$ cat src/rtl/cd_xbar_pkg.sv
// Shared crossbar constants and helpers for the LLC request arbiter and its
// round-robin sub-arbiters.
package cd_xbar_pkg;

    localparam int XBAR_N_IN   = 8;   // requesting input ports
    localparam int XBAR_N_OUT  = 4;   // LLC output ports
    localparam int LLC_ID_W    = 2;   // width of a target LLC id
    localparam int XBAR_STAT_W = 16;  // width of one grant counter
    localparam int ARB_W       = 8;   // request lanes of one sub-arbiter
    localparam int SEL_W       = 3;   // width of a winner index

    // Advance an arbitration index by one, wrapping at n-1 back to 0.
    function automatic logic [SEL_W-1:0] wrap_inc(input logic [SEL_W-1:0] idx,
                                                  input int               n);
        return (int'(idx) == n - 1) ? '0 : idx + 1'b1;
    endfunction

endpackage

$ cat src/rtl/cd_rr_arb8.sv
// Eight-lane round-robin arbiter. The pointer names the lane with highest
// priority; it moves past the winner only on a cycle where the grant fires.
module cd_rr_arb8
    import cd_xbar_pkg::*;
#(
    parameter int N_REQ = ARB_W   // active lanes, 1..8; lanes above are ignored
) (
    input  logic             clk,
    input  logic             reset,
    input  logic [ARB_W-1:0] req,
    input  logic             advance,
    output logic [ARB_W-1:0] grant,
    output logic [SEL_W-1:0] grant_idx,
    output logic             any_req
);

    logic [SEL_W-1:0] ptr;
    logic [SEL_W-1:0] pos;
    logic             found;

    // Scan lanes starting at the pointer and pick the first one requesting.
    always_comb begin
        // NOTE: every output of this block gets a default first so no path leaves it unassigned (which would infer a latch).
        grant     = '0;
        grant_idx = '0;
        found     = 1'b0;
        pos       = '0;
        for (int k = 0; k < ARB_W; k++) begin
            if (k < N_REQ) begin
                pos = SEL_W'((int'(ptr) + k) % N_REQ);
                if (!found && req[pos]) begin
                    found     = 1'b1;
                    grant_idx = pos;
                end
            end
        end
        if (found) begin
            grant[grant_idx] = 1'b1;
        end
        any_req = found;
    end

    // Move the pointer one past the winner when the grant is consumed.
    always_ff @(posedge clk) begin
        // NOTE: state registers use non-blocking assignments so every flop samples pre-edge values.
        if (!reset) begin
            ptr <= '0;
        end else if (advance) begin
            ptr <= wrap_inc(grant_idx, N_REQ);
        end
    end

endmodule

$ cat src/rtl/cd_llc_req_arbiter.sv
// Routes N_IN request ports onto N_OUT LLC ports. Each LLC has its own
// round-robin arbiter; a grant fires in the same cycle the LLC is ready and
// enabled. Optional per-LLC grant counters are built only when the macro
// CD_LLC_ARB_STATS_EN is defined; otherwise stat_cnt reads as zero.
module cd_llc_req_arbiter
    import cd_xbar_pkg::*;
#(
    parameter int N_IN   = XBAR_N_IN,
    parameter int N_OUT  = XBAR_N_OUT,
    parameter int STAT_W = XBAR_STAT_W
) (
    input  logic                      clk,
    input  logic                      reset,
    input  logic [N_IN-1:0]           in_si,
    input  logic [N_IN*LLC_ID_W-1:0]  in_dst,
    input  logic [N_OUT-1:0]          llc_ro,
    input  logic                      cfg_we,
    input  logic [N_OUT-1:0]          cfg_wdata,
    input  logic                      stat_clr,
    output logic [N_IN-1:0]           in_ri,
    output logic [N_OUT-1:0]          llc_so,
    output logic [N_OUT*SEL_W-1:0]    llc_sel,
    output logic [N_OUT-1:0]          llc_en,
    output logic [N_OUT*STAT_W-1:0]   stat_cnt
);

    logic [N_OUT-1:0][ARB_W-1:0] req_by_llc;
    logic [N_OUT-1:0][ARB_W-1:0] grant;
    logic [N_OUT-1:0][SEL_W-1:0] grant_idx;
    logic [N_OUT-1:0]            any_req;
    logic [N_OUT-1:0]            fire;

    // Decode each input's target id into a request on exactly one LLC.
    always_comb begin
        req_by_llc = '0;
        for (int j = 0; j < N_OUT; j++) begin
            for (int i = 0; i < N_IN; i++) begin
                if (in_si[i] && (in_dst[i*LLC_ID_W +: LLC_ID_W] == LLC_ID_W'(j))) begin
                    req_by_llc[j][i] = 1'b1;
                end
            end
        end
    end

    for (genvar j = 0; j < N_OUT; j++) begin : g_arb
        cd_rr_arb8 #(
            .N_REQ (N_IN)
        ) u_arb (
            .clk       (clk),
            .reset     (reset),
            .req       (req_by_llc[j]),
            .advance   (fire[j]),
            .grant     (grant[j]),
            .grant_idx (grant_idx[j]),
            .any_req   (any_req[j])
        );
    end

    // A grant fires only when the LLC is ready, enabled and not in reset.
    assign fire   = any_req & llc_ro & llc_en & {N_OUT{reset}};
    assign llc_so = fire;

    // Accept each winning input and publish winner indices for fired LLCs.
    always_comb begin
        in_ri   = '0;
        llc_sel = '0;
        for (int j = 0; j < N_OUT; j++) begin
            if (fire[j]) begin
                in_ri                   = in_ri | grant[j][N_IN-1:0];
                llc_sel[j*SEL_W +: SEL_W] = grant_idx[j];
            end
        end
    end

    // Enable mask: all LLCs on out of reset, rewritten by the config strobe.
    always_ff @(posedge clk) begin
        if (!reset) begin
            llc_en <= '1;
        end else if (cfg_we) begin
            llc_en <= cfg_wdata;
        end
    end

`ifdef CD_LLC_ARB_STATS_EN
    logic [N_OUT-1:0][STAT_W-1:0] cnt_q;

    // Saturating per-LLC grant counters; a clear wins over a same-cycle fire.
    always_ff @(posedge clk) begin
        if (!reset) begin
            cnt_q <= '0;
        end else begin
            for (int j = 0; j < N_OUT; j++) begin
                if (stat_clr) begin
                    cnt_q[j] <= '0;
                end else if (fire[j] && (cnt_q[j] != '1)) begin
                    cnt_q[j] <= cnt_q[j] + 1'b1;
                end
            end
        end
    end

    assign stat_cnt = cnt_q;
`else
    logic unused_stat_clr;
    assign unused_stat_clr = stat_clr;
    assign stat_cnt        = '0;
`endif

endmodule
$ cat config.mk
export PLATFORM = sky130hd
export DESIGN_NAME = cd_llc_req_arbiter
export DESIGN_NICKNAME = d
export VERILOG_FILES = /design/src/rtl/cd_xbar_pkg.sv /design/src/rtl/cd_rr_arb8.sv /design/src/rtl/cd_llc_req_arbiter.sv
export SDC_FILE = /design/constraint.sdc
export NUM_CORES = 1
export LEC_CHECK = 0
export CAP_MARGIN = 20
export CELL_PAD_IN_SITES_DETAIL_PLACEMENT = 0
export CELL_PAD_IN_SITES_GLOBAL_PLACEMENT = 2
export CORE_AREA = 2 2 131 133
export DETAILED_ROUTE_END_ITERATION = 10
export DIE_AREA = 0 0 133 135
export DONT_BUFFER_PORTS = 1
export PLACE_DENSITY_LB_ADDON = 0.05
export SYNTH_ARGS = -nofsm -noshare
export SYNTH_HDL_FRONTEND = slang
export SYNTH_SLANG_ARGS = --single-unit
$ cat constraint.sdc
create_clock -name clk -period 5.75 [get_ports clk]
set_input_delay 1.15 -clock clk [delete_from_list [all_inputs] [get_ports clk]]
set_output_delay 1.15 -clock clk [all_outputs]
set_load 0.05 [all_outputs]
**After elaboration in Yosys (flattened, before gate mapping)**

Cells that the tools add are included.

- Bits in registers: 16
- Input bits: 36
- Output and inout bits: 92
- Word-level logic and storage cells: 395

- Add/sub/neg operators: 32
- Order comparisons: 40
- Equality and inequality tests: 28
- Mux-type cells: 184
- Bitwise logic cells: 6
- Reduce and logical (&&, ||, !) cells: 100

Operators by type and width:

| operator | number |
|---|---|
| less-than comparator 3 x 4 -> 1 bit, second input constant | 36 |
| 2-to-1 mux 3 bit | 40 |
| 2-to-1 mux 1 bit | 100 |
| binary-select mux 1 bit (select 3 bit) | 32 |
| logical AND 1 bit | 64 |
| 2-to-1 mux 8 bit | 8 |
| adder 3 bit, second input constant | 16 |
| == test 2 bit, second input constant | 16 |
| zero test 1 bit | 28 |
| adder 3 x 1 -> 3 bit, second input constant | 8 |
| adder 3 x 2 -> 3 bit, second input constant | 8 |
| OR 8 bit | 3 |
| == test 2 x 1 -> 1 bit, second input constant | 8 |
| zero test 2 bit | 8 |
| AND 4 bit | 3 |
| demux 1 bit (select 3 bit) | 4 |
| == test 3 x 1 -> 1 bit, second input constant | 4 |
| greater-or-equal comparator 3 x 1 -> 1 bit, second input constant | 4 |

**Depth between registers and ports, before layout**

- Depth after elaboration: 39
- Gate-level depth with buffers: 17
- Depth with buffers taken out: 14

**By module**

From an unflattened synthesis, not the netlist that was laid out.

- Cells, all modules: 660
- Area, all modules: 5,716.7 um^2

By module, submodules not included:

| module | instances | cells an instance | area each (um^2) | seq. area each (um^2) |
|---|---|---|---|---|
| cd_rr_arb8 at g_arb[1].u_arb ... | 2 | 124 | 1,123.6 | 60.1 |
| cd_rr_arb8 at g_arb[3].u_arb | 1 | 131 | 1,171.1 | 60.1 |
| cd_llc_req_arbiter | 1 | 162 | 1,166.1 | 80.1 |
| cd_rr_arb8 at g_arb[0].u_arb | 1 | 119 | 1,132.3 | 60.1 |

**Least setup slack after synthesis**

OpenSTA, ideal clock, no wires.

- Path type: input-to-output
- From: input port in_dst[8]
- To: output port in_ri[3]
- Data arrival time: 4,617 ps
- Required time: 4,600 ps
- Slack: -17 ps
- Cell stages on the path: 9
- Buffers on the path: 1
- Path through: buf_2 > nand3_1 > mux4_2 > a32oi_2 > nor3_4 > o311a_1 > a21oi_1 > nand2_1 > o2111ai_1

- Longest elaborated chain between the ends: 39
- Elaborated cells on any way between the ends: 230
- Classes of those cells: 8 x order compare; 3 x eq/ne; 148 x mux; 6 x bitwise; 65 x reduce/logical

Ends and longest elaborated chain:

| element | RTL line | source |
|---|---|---|
| start, declared | cd_llc_req_arbiter.sv:15 | `input logic [N_IN*LLC_ID_W-1:0] in_dst,` |
| zero test 2 bit | cd_llc_req_arbiter.sv:38 | `if (in_si[i] && (in_dst[i*LLC_ID_W +: LLC_ID_W] == LLC_ID_W'(j))) begin` |
| logical AND 1 bit | cd_llc_req_arbiter.sv:38 |  |
| 2-to-1 mux 1 bit | cd_llc_req_arbiter.sv:38 |  |
| binary-select mux 1 bit (select 3 bit) | cd_rr_arb8.sv:31 | `if (!found && req[pos]) begin` |
| 2-to-1 mux 1 bit (not written as such) | cd_rr_arb8.sv:31 |  |
| 2-to-1 mux 1 bit | cd_rr_arb8.sv:31 |  |
| zero test 1 bit | cd_rr_arb8.sv:31 |  |
| logical AND 1 bit | cd_rr_arb8.sv:31 |  |
| (+23 left out) | - |  |
| 2-to-1 mux 8 bit | cd_rr_arb8.sv:37 | `if (found) begin` |
| 2-to-1 mux 8 bit | cd_llc_req_arbiter.sv:68 | `if (fire[j]) begin` |
| OR 8 bit | cd_llc_req_arbiter.sv:69 | `in_ri = in_ri \| grant[j][N_IN-1:0];` |
| 2-to-1 mux 8 bit | cd_llc_req_arbiter.sv:68 |  |
| OR 8 bit | cd_llc_req_arbiter.sv:69 |  |
| 2-to-1 mux 8 bit | cd_llc_req_arbiter.sv:68 |  |
| OR 8 bit | cd_llc_req_arbiter.sv:69 |  |
| 2-to-1 mux 8 bit * | cd_llc_req_arbiter.sv:68 |  |
| end, declared | cd_llc_req_arbiter.sv:20 | `output logic [N_IN-1:0] in_ri,` |

Every way passes the cells marked *; elsewhere a longest branch is shown, timed or not. The select of a mux whose other input is x is not followed.

**Worst setup path in the final report**

- From: register g_arb[0].u_arb.ptr[1]
- To: output port in_ri[3]

- Longest elaborated chain between the ends: 36
- Elaborated cells on any way between the ends: 69
- Classes of those cells: 7 x add/sub; 2 x order compare; 39 x mux; 6 x bitwise; 15 x reduce/logical

Ends and longest elaborated chain:

| element | RTL line | source |
|---|---|---|
| start, declared | cd_rr_arb8.sv:17 | `logic [SEL_W-1:0] ptr;` |
| start signal, assigned | cd_rr_arb8.sv:49 | `ptr <= wrap_inc(grant_idx, N_REQ);` |
| parallel branches: the longest is 29 deep, another holds adder 3 x 1 -> 3 bit | - |  |
| 2-to-1 mux 8 bit * | cd_llc_req_arbiter.sv:68 |  |
| OR 8 bit | cd_llc_req_arbiter.sv:69 |  |
| 2-to-1 mux 8 bit * | cd_llc_req_arbiter.sv:68 |  |
| OR 8 bit | cd_llc_req_arbiter.sv:69 |  |
| 2-to-1 mux 8 bit * | cd_llc_req_arbiter.sv:68 |  |
| OR 8 bit | cd_llc_req_arbiter.sv:69 |  |
| 2-to-1 mux 8 bit * | cd_llc_req_arbiter.sv:68 |  |

Every way passes the cells marked *. The select of a mux whose other input is x is not followed.

==> impl_summary.md <==
Clock tree
Gates resized during post-CTS repair numbered 0. After clock tree synthesis, the clock-pin slew on the worst setup and hold paths is 0.06 ns. The source-to-sink clock delay at the later pin of the worst-skew pair is 0.25 ns. For this design, the sink count on the clock tree is 16.

The quantity of hold-fixing buffers added after cts is 0. The maximum root-to-sink buffer count is 2. After clock tree synthesis, the setup repair step added 0 buffers. The TritonCTS clock tree is done. Counting the buffers created by CTS gives 3. The root buffer cell is sky130_fd_sc_hd__clkbuf_16.

In this run the number of H-tree levels came out at 1.

Timing
The total of endpoints with negative setup slack in the final report is 0. The final hold violation count is 0. After routing, the total negative slack on setup checks comes to 0 ns.

Setup repair after global routing left no endpoint under its margin. The max-slew violation total from the final report was 0. The shortest clock period the worst path allows after layout is 5.47 ns.

Between clock sinks in the finished design, the worst skew comes to 0.000712 ns. The portion of the clock cycle consumed by the worst path in the final layout is 0.951. The maximum operating frequency is 183 MHz. The relative max-transition margin is 0.455.

The actual transition at the worst max-transition pin is roughly 0.82 ns.

Flow run
The number of maximum-capacitance constraint violations is 0.

Worst setup path
For the worst setup path, the data arrival time is 4.32 ns. The startpoint type of the worst setup path is a register. The worst setup path is captured at an output port. In this run the worst path has a maximum fanout of 11.

The required time at the endpoint of the critical path is 4.60 ns. The critical path in this run is classified as register to output port.

Yosys
By area the synthesized netlist is led by sky130_fd_sc_hd__mux4_2 19%, sky130_fd_sc_hd__mux2i_1 8.5%, sky130_fd_sc_hd__buf_4 8.4%, sky130_fd_sc_hd__dfxtp_1 5.0%, sky130_fd_sc_hd__nand3b_1 3.4%. The fraction of registers with async set or reset after synthesis is 0. The average footprint of a synthesized cell is 8.74 sq um. Summed over all instances, the cell type with the most area after synthesis is sky130_fd_sc_hd__mux4_2.

The unique cell type count in the Yosys netlist is 94. The number of instances in the synthesized netlist is 739. Among all flip-flop cells after synthesis, the most frequent one is sky130_fd_sc_hd__dfxtp_1. Of the synthesized area, sequential elements account for 0.0496. The number of enable-type register cells in the synthesized netlist is 0. The area fraction of the dominant cell type after synthesis is 0.192. The cell area that synthesis handed to floorplanning was 0.00646 sq mm.

The number of synthesized register bits is 16. Yosys printed 0 warnings.

Finish
The register area is around 320 sq um. The multi-input combinational cells in the finished layout cover a total of 0.00537 sq mm. The number of diodes is 0.

The total of fill cells in the finished design is 1684. In the final layout, the share of cells above drive strength 1 is 0.205. In the layout the commonest cells are 64 x sky130_fd_sc_hd__conb_1, 55 x sky130_fd_sc_hd__mux4_2, 55 x sky130_fd_sc_hd__mux2i_1. The non-filler instance count after layout is 937.

For this run, the share of the core covered by cells in the final layout is 0.393. Leaving out fill and tap cells, the most frequent cell in the layout is sky130_fd_sc_hd__conb_1. The final layout contains 769 nets. Compared with the post-synthesis result, the final layout area differs by -0.0968%.

GRT
The total global routing track utilization is 0.233. The global-route wire length before repair is roughly 33 mm. The number of antenna violations at the first check in global routing is 0.

Entering global routing, the biggest net connects 22 pins. The via count of the first global-routing pass is 5917. The remaining global-route overflow is 0.

Floorplan
The initial utilization of the core area, before any placement, comes to 0.394. In this run the standard cell core region covers approximately 0.016 sq mm. The die is 133 um wide. The area of the die is between 0.015 and 0.02 sq mm. The initialized floorplan defines 47 standard-cell rows. During I/O placement, the number of pins put on the boundary was 128. The floorplan step set the die height to 135 um.

Run status
The run finished with clean final reports.

Drt
The via count is slightly below 6000. In the routed design, unresolved DRC markers number 0. The first TritonRoute pass finished after 5 iterations.

The average vias per placed instance is 6.34. Dividing the detail-routed wire length by the instance count gives 22.7 um. The initial detailed-routing violation count is 431.

The count of nets left with antenna violations once routing finished came out at 0. The routed wire length is ~21 mm.

Placement
Input and output buffers added on the ports amount to 0. In this run, placement finished with an instance count of 934. The placed wire-length estimate after detailed placement is 16.5 mm. The routability-driven placement congestion ratio is 0.876.

Hold path
The path class of the tightest hold or removal check is register to register.

Power and ir drop
For this design the ratio of total power to cell area is 521 mW/mm^2. Across the VDD grid, the largest voltage drop is between 0.2 and 0.3 mV. The standby leakage power is 2.43 nW.
-- sequential cells by signal, summed over array words and instances (netlist names) --
register / count
llc_en: 4
g_arb.u_arb.ptr: 12
-- cells by family (layout without fill, tap and decap cells) --
logic type,Yosys count,in the layout,synth area share
AO/OA/AOI/OAI,151,151,0.174
XOR/XNOR,15,15,0.0203
adder cells (fa/ha/maj),14,14,0.0271
buffers and inverters,153,68,0.156
flip-flops,16,16,0.0496
multiplexers,128,128,0.321
other,1,64,0.000581
AND/OR/NAND/NOR,261,261,0.252
-- cell type report --
type | count | area share
inverter | 31 | 0.0180
multi-input combinational | 633 | 0.833
sequential | 16 | 0.0496
tap | 220 | 0.0427
clock buffer | 3 | 0.0116
timing repair buffer | 34 | 0.0454
-- power by group --
| group | total, mW | leakage (nW) | switching [mW] | internal, mW |
|---|---|---|---|---|
| combinational | 3.00 | 2.27 | 1.83 | 1.17 |
| clock | 0.146 | 0.0370 | 0.0538 | 0.0919 |
| sequential | 0.216 | 0.131 | 0.0748 | 0.141 |
-- synthesized netlist by cell type (4+ instances only) --
cell	number
sky130_fd_sc_hd__a211o_1	4
sky130_fd_sc_hd__a211oi_1	8
sky130_fd_sc_hd__a21oi_1	27
sky130_fd_sc_hd__a31oi_1	8
sky130_fd_sc_hd__a32oi_1	7
sky130_fd_sc_hd__and2_1	11
sky130_fd_sc_hd__and3_1	10
sky130_fd_sc_hd__and3b_1	16
sky130_fd_sc_hd__buf_2	23
sky130_fd_sc_hd__buf_4	72
sky130_fd_sc_hd__buf_6	9
sky130_fd_sc_hd__clkbuf_1	7
sky130_fd_sc_hd__clkbuf_8	5
sky130_fd_sc_hd__clkinv_1	5
sky130_fd_sc_hd__dfxtp_1	16
sky130_fd_sc_hd__ha_1	14
sky130_fd_sc_hd__inv_1	19
sky130_fd_sc_hd__inv_2	7
sky130_fd_sc_hd__mux2_2	11
sky130_fd_sc_hd__mux2i_1	55
sky130_fd_sc_hd__mux2i_4	4
sky130_fd_sc_hd__mux4_2	55
sky130_fd_sc_hd__nand2_1	49
sky130_fd_sc_hd__nand2b_1	5
sky130_fd_sc_hd__nand3_1	23
sky130_fd_sc_hd__nand3b_1	29
sky130_fd_sc_hd__nand4_1	9
sky130_fd_sc_hd__nand4b_1	4
sky130_fd_sc_hd__nor2_1	34
sky130_fd_sc_hd__nor2b_1	4
sky130_fd_sc_hd__nor3_1	8
sky130_fd_sc_hd__nor3b_1	9
sky130_fd_sc_hd__nor4b_1	6
sky130_fd_sc_hd__nor4bb_1	4
sky130_fd_sc_hd__o211ai_1	11
sky130_fd_sc_hd__o21a_1	4
sky130_fd_sc_hd__o21ai_0	19
sky130_fd_sc_hd__o22ai_1	14
sky130_fd_sc_hd__o32ai_1	4
sky130_fd_sc_hd__or3_1	6
sky130_fd_sc_hd__or3b_1	8
sky130_fd_sc_hd__xnor2_1	8
sky130_fd_sc_hd__xor2_1	7
-- per-layer routing --
layer  part of all wire  track usage
met1               0.43        0.304
met2               0.48        0.407
met3              0.067       0.0394
met4              0.016       0.0466
met5                  0            0
-- worst paths after layout --
path,from,endpoint,slack (ns),depth (start not counted)
worst min-delay path,g_arb[1].u_arb.ptr[1],g_arb[1].u_arb.ptr[1],0.66,3
worst max-delay path,g_arb[0].u_arb.ptr[1],in_ri[3],0.28,12
worst max register to register,g_arb[1].u_arb.ptr[0],g_arb[1].u_arb.ptr[0],1.79,11
worst min register to register,g_arb[1].u_arb.ptr[1],g_arb[1].u_arb.ptr[1],0.66,3
-- metrics by stage --
step / worst slack, ns / instance area [sq um] / power (mW) / hold slack (ns)
2_1_floorplan: 0.275 / 6700 / 2.60 / 0.604
3_3_place_gp: 0.530 / 6380 / 3.18 / 0.644
3_5_place_dp: 0.547 / 6380 / 3.20 / 0.643
4_1_cts: 0.270 / 6450 / 3.37 / 0.657
5_1_grt: 0.0394 / 6450 / 3.63 / 0.678
6_report: 0.283 / 6450 / 3.36 / 0.662
-- worst max-delay path, stage by stage, from the launching register on --
cell and delay, ns:
sky130_fd_sc_hd__dfxtp_1 0.34, sky130_fd_sc_hd__inv_2 0.12, sky130_fd_sc_hd__ha_1 0.62, sky130_fd_sc_hd__clkinv_1 0.44, sky130_fd_sc_hd__mux2i_1 0.24, sky130_fd_sc_hd__mux4_1 0.65
sky130_fd_sc_hd__nand2b_1 0.23, sky130_fd_sc_hd__nor2_2 0.20, sky130_fd_sc_hd__o221a_2 0.33, sky130_fd_sc_hd__nor4b_4 0.37, sky130_fd_sc_hd__nand3_1 0.16, sky130_fd_sc_hd__o2111ai_1 0.12
sky130_fd_sc_hd__buf_4 0.23
No activity file was read; power rests on OpenSTA's default activity.
